--- config.mk ---
export PLATFORM = sky130hd
export DESIGN_NAME = bank_tag_lookup
export DESIGN_NICKNAME = d
export VERILOG_FILES = /design/src/rtl/bank_tag_pkg.sv /design/src/rtl/bank_tag_lookup_prio_enc.sv /design/src/rtl/bank_tag_lookup.sv
export SDC_FILE = /design/constraint.sdc
export NUM_CORES = 1
export LEC_CHECK = 0
export ABC_AREA = 1
export BUFFER_PORTS_ARGS = -buffer_cell sky130_fd_sc_hd__buf_2
export CORE_AREA = 2 2 75 77
export CTS_CLUSTER_SIZE = 10
export DETAILED_ROUTE_END_ITERATION = 8
export DIE_AREA = 0 0 77 79
export GPL_TIMING_DRIVEN = 0
export PLACE_DENSITY = 0.87
export SETUP_SLACK_MARGIN = 0.05
export SYNTH_ARGS = -nofsm -noshare
export SYNTH_HDL_FRONTEND = slang
export SYNTH_SLANG_ARGS = --single-unit
--- constraint.sdc ---
create_clock -name clk -period 2.49 [get_ports clk]
set_clock_uncertainty 0.05 [all_clocks]
set_input_delay 0.249 -clock clk [delete_from_list [all_inputs] [get_ports clk]]
set_output_delay 0.249 -clock clk [all_outputs]
set_load 0.01 [all_outputs]
--- src/rtl/bank_tag_pkg.sv ---
// Shared constants and helpers for the bank tag lookup block.
package bank_tag_pkg;

    localparam int MAX_BANKS = 16;
    localparam int CNT_W     = 5;

    function automatic int clog2(input int n);
        int r;
        r = 0;
        for (int i = 0; i < 31; i++) begin
            if ((32'd1 << i) < n) begin
                r = i + 1;
            end
        end
        return r;
    endfunction

    function automatic logic [CNT_W-1:0] popcount(input logic [MAX_BANKS-1:0] v);
        logic [CNT_W-1:0] c;
        c = '0;
        for (int i = 0; i < MAX_BANKS; i++) begin
            c = c + {{(CNT_W-1){1'b0}}, v[i]};
        end
        return c;
    endfunction

endpackage

--- src/rtl/bank_tag_lookup_prio_enc.sv ---
// Lowest-index priority encoder with any/multi flags over an N-bit vector.
module bank_prio_enc #(
    parameter int N  = 4,
    parameter int IW = 2
) (
    input  logic [N-1:0]  vec,
    output logic [IW-1:0] idx,
    output logic          any,
    output logic          multi
);

    // Scan from the top down so the lowest set bit lands last
    always_comb begin
        idx = '0;
        for (int i = N - 1; i >= 0; i--) begin
            if (vec[i]) begin
                idx = IW'(i);
            end else begin
                idx = idx;
            end
        end
    end

    // Clearing the lowest set bit leaves something only if two or more were set
    always_comb begin
        any   = |vec;
        multi = |(vec & (vec - N'(1)));
    end

endmodule

--- src/rtl/bank_tag_lookup.sv ---
// Registered NUM_BANKS-way tag lookup with fill/invalidate side port.
// Optional macro BANK_TAG_LOOKUP_FILL_BYPASS_EN forwards a same-cycle fill into the compare.
module bank_tag_lookup
    import bank_tag_pkg::*;
#(
    parameter int NUM_BANKS = 4,
    parameter int TAG_W     = 9,
    localparam int IDX_W    = clog2(NUM_BANKS)
) (
    input  logic                 clk,
    input  logic                 rst,
    input  logic                 req_valid,
    output logic                 req_ready,
    input  logic [TAG_W-1:0]     req_tag,
    output logic                 rsp_valid,
    input  logic                 rsp_ready,
    output logic                 rsp_hit,
    output logic [NUM_BANKS-1:0] rsp_select,
    output logic [IDX_W-1:0]     rsp_idx,
    output logic                 rsp_multi,
    output logic [IDX_W-1:0]     rsp_victim,
    input  logic                 fill_valid,
    input  logic [IDX_W-1:0]     fill_bank,
    input  logic [TAG_W-1:0]     fill_tag,
    input  logic                 inv_all,
    output logic [IDX_W:0]       occupancy
);

    localparam logic [IDX_W:0]   BANK_LIM = (IDX_W + 1)'(NUM_BANKS);
    localparam logic [IDX_W-1:0] RR_LAST  = IDX_W'(NUM_BANKS - 1);
    localparam logic [IDX_W-1:0] IDX_ONE  = IDX_W'(1);

    logic [NUM_BANKS-1:0] valid_r;
    logic [TAG_W-1:0]     tag_r [NUM_BANKS];
    logic [IDX_W-1:0]     rr_ptr_r;
    logic [IDX_W:0]       occupancy_r;

    logic                 rsp_valid_r;
    logic                 rsp_hit_r;
    logic [NUM_BANKS-1:0] rsp_select_r;
    logic [IDX_W-1:0]     rsp_idx_r;
    logic                 rsp_multi_r;
    logic [IDX_W-1:0]     rsp_victim_r;

    logic                 fill_eff_s;
    logic                 accept_s;
    logic [NUM_BANKS-1:0] view_valid_s;
    logic [TAG_W-1:0]     view_tag_s [NUM_BANKS];
    logic [NUM_BANKS-1:0] match_s;
    logic                 hit_s;
    logic                 multi_s;
    logic [IDX_W-1:0]     hit_idx_s;
    logic                 inv_any_s;
    logic [IDX_W-1:0]     inv_idx_s;
    logic                 inv_multi_unused_s;
    logic [IDX_W-1:0]     victim_s;
    logic [NUM_BANKS-1:0] valid_nx_s;
    logic [TAG_W-1:0]     tag_nx_s [NUM_BANKS];
    logic [IDX_W-1:0]     rr_nx_s;

    // Out-of-range banks are dropped, and invalidate overrides any fill
    assign fill_eff_s = fill_valid && !inv_all && ({1'b0, fill_bank} < BANK_LIM);
    assign req_ready  = !rsp_valid_r || rsp_ready;
    assign accept_s   = req_valid && req_ready;

`ifdef BANK_TAG_LOOKUP_FILL_BYPASS_EN
    // Compare view: registered contents with the same-cycle fill forwarded in
    always_comb begin
        view_valid_s = valid_r;
        view_tag_s   = tag_r;
        if (fill_eff_s) begin
            view_valid_s[fill_bank] = 1'b1;
            view_tag_s[fill_bank]   = fill_tag;
        end else begin
            view_valid_s = valid_r;
        end
    end
`else
    // Compare view: registered contents only
    always_comb begin
        view_valid_s = valid_r;
        view_tag_s   = tag_r;
    end
`endif

    // Per-bank match vector; invalid banks never match
    always_comb begin
        match_s = '0;
        for (int i = 0; i < NUM_BANKS; i++) begin
            match_s[i] = view_valid_s[i] && (view_tag_s[i] == req_tag);
        end
    end

    bank_prio_enc #(.N(NUM_BANKS), .IW(IDX_W)) u_hit_enc (
        .vec   (match_s),
        .idx   (hit_idx_s),
        .any   (hit_s),
        .multi (multi_s)
    );

    bank_prio_enc #(.N(NUM_BANKS), .IW(IDX_W)) u_free_enc (
        .vec   (~view_valid_s),
        .idx   (inv_idx_s),
        .any   (inv_any_s),
        .multi (inv_multi_unused_s)
    );

    // Victim: none on hit, else first free bank, else round-robin pointer
    always_comb begin
        if (hit_s) begin
            victim_s = '0;
        end else if (inv_any_s) begin
            victim_s = inv_idx_s;
        end else begin
            victim_s = rr_ptr_r;
        end
    end

    // Next tag-store state from fill / invalidate
    always_comb begin
        valid_nx_s = valid_r;
        tag_nx_s   = tag_r;
        rr_nx_s    = rr_ptr_r;
        if (inv_all) begin
            valid_nx_s = '0;
            rr_nx_s    = '0;
        end else if (fill_eff_s) begin
            valid_nx_s[fill_bank] = 1'b1;
            tag_nx_s[fill_bank]   = fill_tag;
            if (fill_bank == rr_ptr_r) begin
                rr_nx_s = (rr_ptr_r == RR_LAST) ? '0 : rr_ptr_r + IDX_ONE;
            end else begin
                rr_nx_s = rr_ptr_r;
            end
        end else begin
            rr_nx_s = rr_ptr_r;
        end
    end

    // Tag store, round-robin pointer and post-edge occupancy
    always_ff @(posedge clk or posedge rst) begin
        if (rst) begin
            valid_r     <= '0;
            rr_ptr_r    <= '0;
            occupancy_r <= '0;
            for (int i = 0; i < NUM_BANKS; i++) begin
                tag_r[i] <= '0;
            end
        end else begin
            valid_r     <= valid_nx_s;
            tag_r       <= tag_nx_s;
            rr_ptr_r    <= rr_nx_s;
            occupancy_r <= (IDX_W + 1)'(popcount(MAX_BANKS'(valid_nx_s)));
        end
    end

    // Response stage: load on accept, hold under backpressure
    always_ff @(posedge clk or posedge rst) begin
        if (rst) begin
            rsp_valid_r  <= 1'b0;
            rsp_hit_r    <= 1'b0;
            rsp_select_r <= '0;
            rsp_idx_r    <= '0;
            rsp_multi_r  <= 1'b0;
            rsp_victim_r <= '0;
        end else if (accept_s) begin
            rsp_valid_r  <= 1'b1;
            rsp_hit_r    <= hit_s;
            rsp_select_r <= match_s;
            rsp_idx_r    <= hit_idx_s;
            rsp_multi_r  <= multi_s;
            rsp_victim_r <= victim_s;
        end else if (rsp_ready) begin
            rsp_valid_r  <= 1'b0;
        end else begin
            rsp_valid_r  <= rsp_valid_r;
        end
    end

    assign rsp_valid  = rsp_valid_r;
    assign rsp_hit    = rsp_hit_r;
    assign rsp_select = rsp_select_r;
    assign rsp_idx    = rsp_idx_r;
    assign rsp_multi  = rsp_multi_r;
    assign rsp_victim = rsp_victim_r;
    assign occupancy  = occupancy_r;

endmodule

# Word level (Yosys, flattened, before mapping)

Index checks and enable logic that the tools add are counted.

Input port bits: 26
Output and inout port bits: 15
Register bits after elaboration: 56
Logic and storage cells: 75

$add $sub $neg: 5
Muxes and demuxes: 23
Reduce and logical (&&, ||, !) cells: 19
Equal/unequal tests: 6
Bitwise operators: 5
Magnitude comparators: 4

Operators by type and width:

| operator                                                    | number |
|---|---|
| bitwise mux 36 bit                                          | 1 |
| equality test 9 bit                                         | 4 |
| two-way mux 2 bit                                           | 14 |
| demux 9 bit (select 2 bit)                                  | 1 |
| OR reduction 4 bit                                          | 3 |
| two-way mux 9 bit                                           | 1 |
| logical AND 1 bit                                           | 8 |
| two-way mux 4 bit                                           | 2 |
| nonzero test 2 bit                                          | 3 |
| AND 4 bit                                                   | 1 |
| NOT 4 bit                                                   | 1 |
| bitwise OR 4 bit                                            | 1 |
| AND reduction 2 bit                                         | 2 |
| subtractor 4 x 1 -> 4 bit (second input constant)           | 1 |
| adder 2 x 1 -> 3 bit                                        | 1 |
| adder 3 x 1 -> 3 bit                                        | 1 |
| >= comparator 3 bit (second input constant)                 | 1 |
| less-than comparator 2 x 3 -> 1 bit (second input constant) | 1 |
| less-than comparator 3 x 1 -> 1 bit (second input constant) | 1 |
| two-way mux 1 bit                                           | 3 |
| NOT 2 -> 3 bit                                              | 1 |
| adder 1 x 1 -> 2 bit                                        | 1 |
| adder 2 x 1 -> 2 bit (second input constant)                | 1 |
| demux 1 bit (select 2 bit)                                  | 1 |
| 6 further kinds                                             | 7 |

# Logic depth before layout (Yosys ltp)

Word-level depth: 10
Depth in mapped cells: 13
Gate-level depth less buffers: 12

# Hierarchy

From an unflattened synthesis, not the netlist that was laid out.

Cell total of the unflattened synthesis: 379
Area total of the unflattened synthesis: 3014.1 µm²

Modules (own cells, without submodules):

| module          | instances | area each (µm²) | cells each |
|---|---|---|---|
| bank_tag_lookup | 1         | 2894.0          | 351 |
| bank_prio_enc   | 2         | 60.1            | 14 |

# Least setup slack after synthesis

OpenSTA, ideal clock, no wires.

Kind: input to register
Start point: in inv_all
End point: reg occupancy_r[1], in the netlist occupancy[1]
Stages on the path: 10
Arrival: 1.883 ns
Setup slack: 0.431 ns
Library setup time: 0.126 ns
Cell sequence: inv_2 -> nand2_2 -> nor3_4 -> inv_2 -> a21oi_1 -> inv_1 -> fa_1 -> inv_1 -> ha_1 -> ha_1

Cells in the longest elaborated chain, start to end: 7

RTL lines:

| what                     | line                   | source |
|---|---|---|
| from (decl)              | bank_tag_lookup.sv:25  | `input logic inv_all,` |
| zero test 1 bit          | bank_tag_lookup.sv:62  | `assign fill_eff_s = fill_valid && !inv_all && ({1'b0, fill_bank} < BANK_LIM);` |
| logical AND 1 bit        | bank_tag_lookup.sv:62  |  |
| two-way mux 4 bit        | bank_tag_lookup.sv:127 | `end else if (fill_eff_s) begin` |
| two-way mux 4 bit (*)    | bank_tag_lookup.sv:124 | `if (inv_all) begin` |
| named net valid_nx_s[0]  | bank_tag_lookup.sv:57  | `logic [NUM_BANKS-1:0] valid_nx_s;` |
| adder 1 x 1 -> 2 bit (*) | bank_tag_pkg.sv:22     | `c = c + {{(CNT_W-1){1'b0}}, v[i]};` |
| adder 2 x 1 -> 3 bit (*) | bank_tag_pkg.sv:22     |  |
| adder 3 x 1 -> 3 bit (*) | bank_tag_pkg.sv:22     |  |
| to (signal assigned)     | bank_tag_lookup.sv:153 | `occupancy_r <= (IDX_W + 1)'(popcount(MAX_BANKS'(valid_nx_s)));` |
| to (decl)                | bank_tag_lookup.sv:36  | `logic [IDX_W:0] occupancy_r;` |

Mark *: on every way through the listed nets, which the timed path passes. The rest lies on a longest branch.
A chain may end at the register's enable or synchronous reset.

# Worst setup path in the final report

Ends and elaborated chain as after synthesis.

==> qor.yml <==
power_leakage_nw: 1.794
worstHoldStart: "inv_all"
track_usage_pct: 23.96
fp.coreArea_um2: 5338
n_antenna_cell: 0
die_x_um: 77
crit_required_ns: 2.64
wl_met1_um: 2849
cts_tree: "done"
syn-cell-area_um2: 2878
route.detailed.drc: 0
worst_pin_slew_ns: 0.5483
drtIter0Drc: 237
vias_per_cell: 5.092
routedWlPerCell_um: 13.45
wl_met3_um: 364
cts_buffer_depth: 2
drtPass1Iterations: 5
power_switching_uw: 653.5
die-area_um2: 6083
finalSetupTns_ns: 0
h-tree-depth: 2
drv_cap: 0
slowest_stage: "fa_1"
grt_pass1_wl_um: 11350
slew_violations: 0
power_mw: 2.153
hold_class: "in2reg"
p_seq_share_pct: 52.1
cp_cell_sequence: "buf_2 > inv_2 > nand2_2 > nor3_4 > inv_2 > a21oi_1 > inv_1 > fa_1 > inv_1 > ha_1 > ha_1"
area_delta_synth_final_pct: 14.83
worst-path-max-fanout: 8
io_buffers: 39
nets: 457
yosysSeqAreaShare_pct: 48.70
reg2regPathDepth: 7
dp_hpwl_um: 5050
dr_total_vias: 2551
numCtsBuffers: 5
overflow: 0
whs_ns: 0.1162
drt-total-wl_um: 6739
fp.dieH_um: 79
crit_path_start: "inv_all"
r2r_slack_ns: 0.55
p_sw_share_pct: 30.35
synth_top_area_share_pct: 48.70
insertion_delay_ns: 0.31
nFillCells: 486
p_int_mw: 1.500
period_minus_slack_ns: 2.173
synth.distinct_cells: 29
root_buffer: "clkbuf_8"
slew_headroom_pct: 63.39
ant_nets: 0
synth-async-reset-ratio_pct: 100.0
synthFlopType: "dfrtp_1"
cp-endpoint: "occupancy[1]"
maxUsedRoutingLayer: "met4"
cts_hold_buf: 1
post_cts_resized: 0
synth-seq-cells: 56
synth.avg_cell_area_um2: 7.573
yosys-top-cells-area: "dfrtp_1, nand2_1, inv_1"
clock-sinks: 56
post_cts_buffers: 0
cp_num_cells: 11
grt_max_degree: 32
dr_wl_met2_um: 3311
syn_nets: 409
critPathLaunchType: "primary input"
gp_congestion: 0.8788
synth_warnings: 0
setup_viol_count_final: 0
drive_gt1_share_pct: 18.65
path_class: "in2reg"
synth_edf_count: 0
grt_pass1_vias: 2502
clkPwrFrac_pct: 27.7
clock.fmax_mhz: 460.3
rsz0062_at_grt: "false"
antenna_found_initial: 0
status: "finished, final reports clean"
r2r-start: "valid_r[0]"
critPathArrivalTime_ns: 2.32
rows: 27
finalCritPeriodShare_pct: 87.26
rr_endpoint: "occupancy[1]"
boundaryPins: 41
clk_pin_slew_worst_paths_ns: 0.09
path_delay_family: "adder cells"
crit_path_end_kind: "flip-flop"
p_comb_share_pct: 20.2
synth_cells: 380
peakVddDrop_mv: 0.2847
hold_viol: 0
path_buf_inv: 5
yosysTopAreaCell: "dfrtp_1"
pwr_density_cell_nw_per_um2: 651.6
start_util_pct: 53.91
critPathMaxStageDelay_ns: 0.54
==> power groups by stage <==
| stage | combinational [mW] | clock, mW | sequential, mW |
|---|---|---|---|
| global route | 0.507 | 0.631 | 1.14 |
| global placement | 0.407 | 0 | 1.13 |
| CTS | 0.436 | 0.599 | 1.12 |
| floorplan | 0.300 | 0 | 1.12 |
| detailed placement | 0.429 | 0 | 1.14 |
| finish | 0.435 | 0.596 | 1.12 |
==> cell families after synthesis <==
kind of cell / share of synthesized area (%)
xor+xnor: 2.739
buf+inv: 9.130
fa+ha+maj: 1.565
flops: 48.70
simple gates: 28.30
compound gates: 9.565
==> placed cells by master (no fill, tap or decap), drive strengths merged <==
cell type    synthesis  layout
xor2                 5       5
o22ai                1       1
dlygate4sd3          0       1
xnor2                4       4
nand2              134     134
ha                   2       2
nor3                 3       3
a21oi                8       8
a31oi                1       1
o21ai               42      42
nand3                9       9
a311oi               1       1
clkinvlp             0       1
fa                   1       1
bufinv               0       1
clkinv               0       1
nand4                4       4
clkbuf               1       6
buf                  5      45
inv                 61      61
and2                 1       1
nor2b                1       1
dfrtp               56      56
nor2                40      40
==> through the flow <==
| step | cell area, um2 | util, % | setup WS, ns | cells |
|---|---|---|---|---|
| final | 3304 | 61.91 | 0.3173 | 501 |
| after detailed placement | 3183 | 59.63 | 0.02248 | 492 |
| after floorplan | 2878 | - | 0.4307 | 380 |
| after global routing | 3304 | 61.91 | 0.2027 | 501 |
| after global placement | 3163 | 59.26 | 0.06463 | 491 |
| after CTS | 3304 | 61.91 | 0.3450 | 501 |
==> Yosys cell counts (all sizes together) (2+ instances only) <==
master	number
ha	2
xnor2	4
nand3	9
buf	5
dfrtp	56
inv	61
o21ai	42
a21oi	8
nand2	134
nor2	40
nor3	3
xor2	5
nand4	4
==> area by class of cell <==
cell class / count / area, um2 / share of cell area [%]
tap: 72 / 90.09 / 2.726
multi-input combinational: 257 / 1214 / 36.73
timing repair buffer: 41 / 225.2 / 6.816
buffer: 6 / 33.78 / 1.022
inverter: 61 / 229.0 / 6.929
sequential: 56 / 1401 / 42.41
clock inverter: 3 / 42.54 / 1.287
clock buffer: 5 / 68.82 / 2.083
==> registers in the layout, indices dropped and copies added (netlist names) <==
signal and cells:
rsp_hit 1, rsp_select 4, rsp_idx 2, tag_r 36, rr_ptr_r 2, occupancy 3, valid_r 4, rsp_multi 1
rsp_valid 1, rsp_victim 2
==> layer usage <==
metal	GRT usage, %	up-vias
met5	0	-
met4	11.25	0
met3	3.864	17
met2	40.88	94
met1	30.13	1185
li1	-	1255
==> how the worst min path moves through the flow <==
stage,end,slack [ns],cells past startpoint
final,valid_r[3],0.12,2
after global routing,valid_r[3],0.12,2
after CTS,valid_r[3],0.11,2
after detailed placement,occupancy[2],0.28,2
after global placement,rsp_victim[0],0.41,2
after floorplan,valid_r[3],0.26,1
(Power assumes the default switching activity.)
